File: src/rtl/cpu_pkg.sv
// ---------------------------------------------------------------------------
// cpu_pkg
// Shared definitions for the writeback arbiter and its load scoreboard.
//   REG_ADDR_W : width of a register-file index (x0..x31)
//   XLEN       : datapath width
//   grant_e    : which requester owned the write port last (ALU or load)
// ---------------------------------------------------------------------------
package cpu_pkg;

  localparam int REG_ADDR_W = 5;
  localparam int XLEN       = 32;

  typedef enum logic {
    GRANT_ALU = 1'b0,
    GRANT_LD  = 1'b1
  } grant_e;

endpackage

File: src/rtl/reg_scoreboard.sv
// ---------------------------------------------------------------------------
// reg_scoreboard
// Tracks destination registers of loads that have been issued but whose data
// has not yet been written back, and tells decode when it must hold.
//   i_clk, i_rst           : clock, synchronous active-high reset
//   i_issueLd, i_issueRd   : decode issues a load to register i_issueRd
//   i_ldGrant, i_ldRd      : load writeback granted for register i_ldRd
//   i_chkRs1/Rs2/Rd        : registers used by the instruction in decode
//   o_stall                : decode must hold this cycle
//   o_sbFull               : MAX_OUTSTANDING loads are already in flight
// ---------------------------------------------------------------------------
module reg_scoreboard
  import cpu_pkg::*;
#(
  parameter int MAX_OUTSTANDING = 4
) (
  input  logic                  i_clk,
  input  logic                  i_rst,
  input  logic                  i_issueLd,
  input  logic [REG_ADDR_W-1:0] i_issueRd,
  input  logic                  i_ldGrant,
  input  logic [REG_ADDR_W-1:0] i_ldRd,
  input  logic [REG_ADDR_W-1:0] i_chkRs1,
  input  logic [REG_ADDR_W-1:0] i_chkRs2,
  input  logic [REG_ADDR_W-1:0] i_chkRd,
  output logic                  o_stall,
  output logic                  o_sbFull
);

  localparam logic [3:0] MAX_CNT = 4'(MAX_OUTSTANDING);

  logic [31:0] r_busy;
  logic [3:0]  r_count;
  logic [31:0] w_busyNext;
  logic        w_full;
  logic        w_issueOk;
  logic        w_countDec;

  // An issue while full is dropped entirely; a grant at zero cannot underflow.
  assign w_full     = (r_count == MAX_CNT);
  assign w_issueOk  = i_issueLd & ~w_full;
  assign w_countDec = i_ldGrant & (r_count != 4'd0);

  // Next busy vector: the returning load clears its bit first, then a new
  // issue to the same register sets it again, so the newer load still owns
  // the register. Bit 0 is forced low since x0 never carries a hazard.
  always_comb begin
    w_busyNext = r_busy;
    if (i_ldGrant) begin
      w_busyNext[i_ldRd] = 1'b0;
    end
    if (w_issueOk && (i_issueRd != '0)) begin
      w_busyNext[i_issueRd] = 1'b1;
    end
    w_busyNext[0] = 1'b0;
  end

  // Busy vector and outstanding-load counter. Issues to x0 still count,
  // because the load will still come back and take a write slot.
  always_ff @(posedge i_clk) begin
    if (i_rst) begin
      r_busy  <= '0;
      r_count <= '0;
    end else begin
      r_busy <= w_busyNext;
      if (w_issueOk && !w_countDec) begin
        r_count <= r_count + 4'd1;
      end else if (w_countDec && !w_issueOk) begin
        r_count <= r_count - 4'd1;
      end
    end
  end

  // Protocol checks on the upstream stages; these only report, the datapath
  // above already makes both cases harmless.
  always_ff @(posedge i_clk) begin
    if (!i_rst) begin
      issueWhileFull : assert (!(i_issueLd && w_full))
        else $warning("reg_scoreboard: load issued while scoreboard full, issue dropped");
      grantWhileEmpty : assert (!(i_ldGrant && (r_count == 4'd0)))
        else $warning("reg_scoreboard: load writeback with no load outstanding");
    end
  end

  // Stall is purely combinational so decode sees it in the same cycle; all
  // status is forced quiet while reset is held.
  assign o_sbFull = ~i_rst & w_full;
  assign o_stall  = ~i_rst & (r_busy[i_chkRs1] | r_busy[i_chkRs2] | r_busy[i_chkRd] |
                              (i_issueLd & w_full));

endmodule

File: src/rtl/regfile_wb_arbiter.sv
// ---------------------------------------------------------------------------
// regfile_wb_arbiter
// Shares the single register-file write port between the ALU writeback path
// and the load-store unit (round robin), registers the winning write, and
// hosts the load scoreboard that stalls decode on pending load destinations.
//   clk, rst                                 : clock, sync active-high reset
//   alu_valid_ip/alu_rd_ip/alu_data_ip       : ALU writeback request
//   alu_ready_op                             : ALU request granted this cycle
//   ld_valid_ip/ld_rd_ip/ld_data_ip          : load writeback request
//   ld_ready_op                              : load request granted this cycle
//   issue_ld_ip/issue_rd_ip                  : decode issues a load
//   chk_rs1_ip/chk_rs2_ip/chk_rd_ip          : registers of decode instruction
//   stall_op, sb_full_op                     : decode hold, scoreboard full
//   wr_port_op/wr_data_op/ctrl_reg_wr_en_op  : register-file write interface
// ---------------------------------------------------------------------------
module regfile_wb_arbiter
  import cpu_pkg::*;
#(
  parameter int MAX_OUTSTANDING = 4
) (
  input  logic                  clk,
  input  logic                  rst,
  input  logic                  alu_valid_ip,
  input  logic [REG_ADDR_W-1:0] alu_rd_ip,
  input  logic [XLEN-1:0]       alu_data_ip,
  output logic                  alu_ready_op,
  input  logic                  ld_valid_ip,
  input  logic [REG_ADDR_W-1:0] ld_rd_ip,
  input  logic [XLEN-1:0]       ld_data_ip,
  output logic                  ld_ready_op,
  input  logic                  issue_ld_ip,
  input  logic [REG_ADDR_W-1:0] issue_rd_ip,
  input  logic [REG_ADDR_W-1:0] chk_rs1_ip,
  input  logic [REG_ADDR_W-1:0] chk_rs2_ip,
  input  logic [REG_ADDR_W-1:0] chk_rd_ip,
  output logic                  stall_op,
  output logic                  sb_full_op,
  output logic [REG_ADDR_W-1:0] wr_port_op,
  output logic [XLEN-1:0]       wr_data_op,
  output logic                  ctrl_reg_wr_en_op
);

  grant_e                r_lastGrant;
  logic                  r_wrEn;
  logic [REG_ADDR_W-1:0] r_wrPort;
  logic [XLEN-1:0]       r_wrData;
  logic                  w_aluGrant;
  logic                  w_ldGrant;

  // Round-robin grant: a lone requester always wins; on a tie the side that
  // did not win last time goes. Nothing is granted while reset is held so a
  // request in that cycle never turns into a write.
  always_comb begin
    w_aluGrant = 1'b0;
    w_ldGrant  = 1'b0;
    if (!rst) begin
      if (alu_valid_ip && ld_valid_ip) begin
        if (r_lastGrant == GRANT_LD) begin
          w_aluGrant = 1'b1;
        end else begin
          w_ldGrant = 1'b1;
        end
      end else begin
        w_aluGrant = alu_valid_ip;
        w_ldGrant  = ld_valid_ip;
      end
    end
  end

  // Write register and round-robin history. Reset leaves last grant at LD so
  // the ALU wins the first tie. Writes to x0 are accepted but the enable is
  // held low; with no grant, port and data keep their last value.
  always_ff @(posedge clk) begin
    if (rst) begin
      r_lastGrant <= GRANT_LD;
      r_wrEn      <= 1'b0;
      r_wrPort    <= '0;
      r_wrData    <= '0;
    end else if (w_aluGrant) begin
      r_lastGrant <= GRANT_ALU;
      r_wrEn      <= (alu_rd_ip != '0);
      r_wrPort    <= alu_rd_ip;
      r_wrData    <= alu_data_ip;
    end else if (w_ldGrant) begin
      r_lastGrant <= GRANT_LD;
      r_wrEn      <= (ld_rd_ip != '0);
      r_wrPort    <= ld_rd_ip;
      r_wrData    <= ld_data_ip;
    end else begin
      r_wrEn <= 1'b0;
    end
  end

  // The scoreboard releases a destination on the same edge the load data is
  // written, so the stall drops one cycle later and the register file bypass
  // supplies the value.
  reg_scoreboard #(
    .MAX_OUTSTANDING(MAX_OUTSTANDING)
  ) u_scoreboard (
    .i_clk     (clk),
    .i_rst     (rst),
    .i_issueLd (issue_ld_ip),
    .i_issueRd (issue_rd_ip),
    .i_ldGrant (w_ldGrant),
    .i_ldRd    (ld_rd_ip),
    .i_chkRs1  (chk_rs1_ip),
    .i_chkRs2  (chk_rs2_ip),
    .i_chkRd   (chk_rd_ip),
    .o_stall   (stall_op),
    .o_sbFull  (sb_full_op)
  );

  assign alu_ready_op      = w_aluGrant;
  assign ld_ready_op       = w_ldGrant;
  assign ctrl_reg_wr_en_op = r_wrEn;
  assign wr_port_op        = r_wrPort;
  assign wr_data_op        = r_wrData;

endmodule
File: config.mk
export PLATFORM = sky130hd
export DESIGN_NAME = regfile_wb_arbiter
export DESIGN_NICKNAME = d
export VERILOG_FILES = /design/src/rtl/cpu_pkg.sv /design/src/rtl/reg_scoreboard.sv /design/src/rtl/regfile_wb_arbiter.sv
export SDC_FILE = /design/constraint.sdc
export NUM_CORES = 1
export LEC_CHECK = 0
export CAP_MARGIN = 20
export CORE_UTILIZATION = 50
export CTS_BUF_LIST = sky130_fd_sc_hd__clkbuf_8
export DETAILED_ROUTE_END_ITERATION = 7
export HOLD_SLACK_MARGIN = 0.1
export PLACE_DENSITY = 0.86
export SYNTH_ARGS = -nofsm -noshare
export SYNTH_HDL_FRONTEND = slang
export SYNTH_SLANG_ARGS = --single-unit
File: constraint.sdc
create_clock -name clk -period 3.7 [get_ports clk]
set_input_delay 0.37 -clock clk [delete_from_list [all_inputs] [get_ports clk]]
set_output_delay 0.37 -clock clk [all_outputs]
set_load 0.02 [all_outputs]
==> results by group <==
Critical path
  • Required @ worst endpoint: 3.33 ns
  • Worst-path fanout max: 8
  • Reg2reg start: u_scoreboard.r_count[0]$_SDFFE_PP0P_
  • Critical-path cell list: clkdlybuf4s50_1 -> mux4_2 -> mux2_2 -> nand3_1 -> and4_1 -> a41oi_1 -> clkdlybuf4s50_1
  • Crit-path most repeated cell: clkdlybuf4s50_1
  • Crit path DAT: 2.92 ns
  • CP endpoint kind: primary output
  • R2R Path End: u_scoreboard.r_count[3]$_SDFFE_PP0P_
  • WS Path Type: input pin to primary output
  • WP buf/inv: 2
  • Reg2Reg Setup Slack: 0.85 ns
  • Slowest stage delay, CP: 0.76 ns
  • Startpoint type of the worst setup path: input pin
  • Top cell family by delay on the critical path: buffers and inverters
  • Reg2reg path depth: 11
  • Slowest cell on the critical path: clkdlybuf4s50_1

STA
  • F_max: 0.304 GHz
  • Final hold slack: 0.470 ns
  • RSZ-0062 raised after global routing: false
  • Minimum clock period: 3.29 ns
  • Max-slew violations: 0
  • Setup_tns: 0 ns
  • Pin slew with the least headroom to its limit: 0.771 ns
  • Period Utilization, post-route: 0.890
  • Worst Skew: 0.0115 ns
  • Final setup viols: 0
  • Final hold viol count: 0
  • Rel. slew slack: 0.486

Layout
  • Antenna diodes: 0
  • Final Instance Area: 5670 um^2
  • Final net count: 702
  • Commonest non-fill, non-tap cell in the layout: clkdlybuf4s50_1
  • Most frequent cells in the layout: clkdlybuf4s50_1 (139), nand2_1 (97), dfxtp_1 (74)
  • Share of layout cells above drive strength 1: 0.0712
  • Layout overhead on the synthesized area: 40.7%

Floorplan
  • DIE HEIGHT: 91.7 um
  • IO Pins: 141
  • Die area: 8420 um^2
  • Starting Density: 0.518
  • FP Rows: 32
  • Die Wd: 91.7 um
  • Core ar.: 7770 um^2

Clock network
  • Clock slew at reported path FFs: 0.08 ns
  • H-tree depth: 3
  • Clock Latency Late Sink: 0.34 ns
  • TritonCTS Buffers: 9
  • Worst-case clock buffer depth: 2
  • Root buf cell: clkbuf_8
  • CTS tree: done
  • Post_cts resized: 0
  • Cts hold-fix bufs: 0
  • Clock sink total: 74
  • Setup bufs post-CTS: 0

Placed design
  • Area after DPL: 5450 um^2
  • HPWL Detailed: 9.05 mm
  • Port bufs: 140
  • RePlAce Congestion: 0.894

Drt
  • Vias per inst: 6.05
  • Routed wire length: 12.4 mm
  • Routed vias: 4268
  • Detailed-route DRC error count: 0
  • ANT nets after route: 0
  • Drt wl/cell: 17.6 um
  • Drt first pass iters: 7
  • DRT iter0 DRCs: 317

Synth
  • Asr flop ratio synth: 0
  • Post-Syn Instances: 478
  • Sequential-to-total area share from yosys stat: 0.368
  • Synth warn: 0
  • Cell area after synthesis: 4030 um^2
  • Synth area leader: dfxtp_1
  • Synth Register Bits: 74
  • EDFF count, synth: 0
  • Primary FF master, synth: dfxtp_1
  • Post-Syn Nets: 581
  • Area contributors post-synth: dfxtp_1 (37%), nand2_1 (9.1%), mux4_2 (7.8%)
  • Netlist cell types: 47
  • Avg Cell Area, Syn: 8.42 um^2
  • Synth top area share: 0.368

Status
  • Outcome: complete, no violations

Global route
  • Vias in the first global route: 4235
  • First-pass GRT wire length: 20.2 mm
  • Grt ovf: 0
  • Antenna violations before repair: 0
  • Largest net degree at the start of global routing: 77
  • GRT Overall Usage: 0.300

Power and ir drop
  • Pleak: 2.04 nW
  • Power Total: 2.15 mW
  • Power Density: 379 nW/um^2
  • Maximum VDD drop: 0.246 mV

Min path
  • Hold path depth: 2
  • Worst min path class: flip-flop to flip-flop
  • Hold Crit Endpoint: wr_port_op[0]$_SDFFE_PP0P_
  • Min-delay src: wr_port_op[0]$_SDFFE_PP0P_

Job
  • Maxcap violations: 0
-- state kept, by name (all words and copies together) (netlist names) --
name / cells
ctrl_reg_wr_en_op: 1
r_lastGrant: 1
u_scoreboard.r_busy: 31
u_scoreboard.r_count: 4
wr_data_op: 32
wr_port_op: 5
-- layer usage --
layer  share of wire  vias to the layer above  track usage
met5               0                        -            0
met3           0.083                       20       0.0721
met2            0.49                      208        0.499
li1                -                     1989            -
met4           0.013                        0       0.0885
met1            0.41                     2051        0.387
-- report_power, final --
| part | total (mW) | internal (mW) | switching (mW) | leakage, nW |
|---|---|---|---|---|
| logic | 0.554 | 0.280 | 0.274 | 1.32 |
| registers | 0.903 | 0.856 | 0.0470 | 0.607 |
| clock network | 0.692 | 0.394 | 0.298 | 0.113 |
| total | 2.15 | 1.53 | 0.619 | 2.04 |
-- worst max path at each step --
stage	from	endpoint	slack, ns	cells past startpoint
after CTS	chk_rd_ip[0]	stall_op	0.38	7
after global routing	chk_rd_ip[0]	stall_op	0.30	7
after floorplan	rst	u_scoreboard.r_count[3]$_SDFFE_PP0P_	0.92	12
after detailed placement	chk_rd_ip[0]	stall_op	0.39	7
after global placement	chk_rd_ip[0]	stall_op	0.40	7
final	chk_rd_ip[0]	stall_op	0.41	7
-- metrics by stage --
step	worst slack, ns	instances	utilization
finish	0.409	706	0.730
global route	0.296	706	0.730
CTS	0.377	706	0.730
detailed placement	0.389	690	0.701
global placement	0.402	690	0.701
floorplan	0.917	478	-
-- cell usage after synthesis, drive strengths merged, types with 4 or more instances --
| library cell | number |
|---|---|
| nand2 | 98 |
| dfxtp | 74 |
| a21oi | 44 |
| nor2 | 42 |
| o21ai | 34 |
| a311oi | 28 |
| clkbuf | 27 |
| mux4 | 20 |
| nor3 | 14 |
| mux2i | 11 |
| buf | 9 |
| nand3b | 7 |
| inv | 6 |
| o22ai | 6 |
| a22oi | 5 |
| and3 | 4 |
| nand3 | 4 |
| nor2b | 4 |
| nor3b | 4 |
| or3 | 4 |
-- worst min-delay path: stages, from the launching register on --
cell	delay (ns)
dfxtp_1	0.32
nand2_1	0.05
a21oi_1	0.06
-- final cells by class --
type	instances	area, um^2
clock buffers	10	138
well taps	102	128
fillers	585	2100
repair buffers	146	1440
inverters	7	26.3
flip-flops and latches	74	1480
clock inverters	6	81.3
multi-input cells	361	2370
-- cells by family (layout without fill, tap and decap cells) --
kind of cell / count (synthesis) / count (layout) / share of synthesized area
AO/OA/AOI/OAI: 127 / 127 / 0.196
XOR/XNOR: 3 / 3 / 0.00653
AND/OR/NAND/NOR: 193 / 193 / 0.218
adder cells (fa/ha/maj): 4 / 4 / 0.0143
multiplexers: 34 / 34 / 0.153
flip-flops: 74 / 74 / 0.368
buffers and inverters: 43 / 169 / 0.0438
Note: power is estimated with default switching activity, not from simulation.
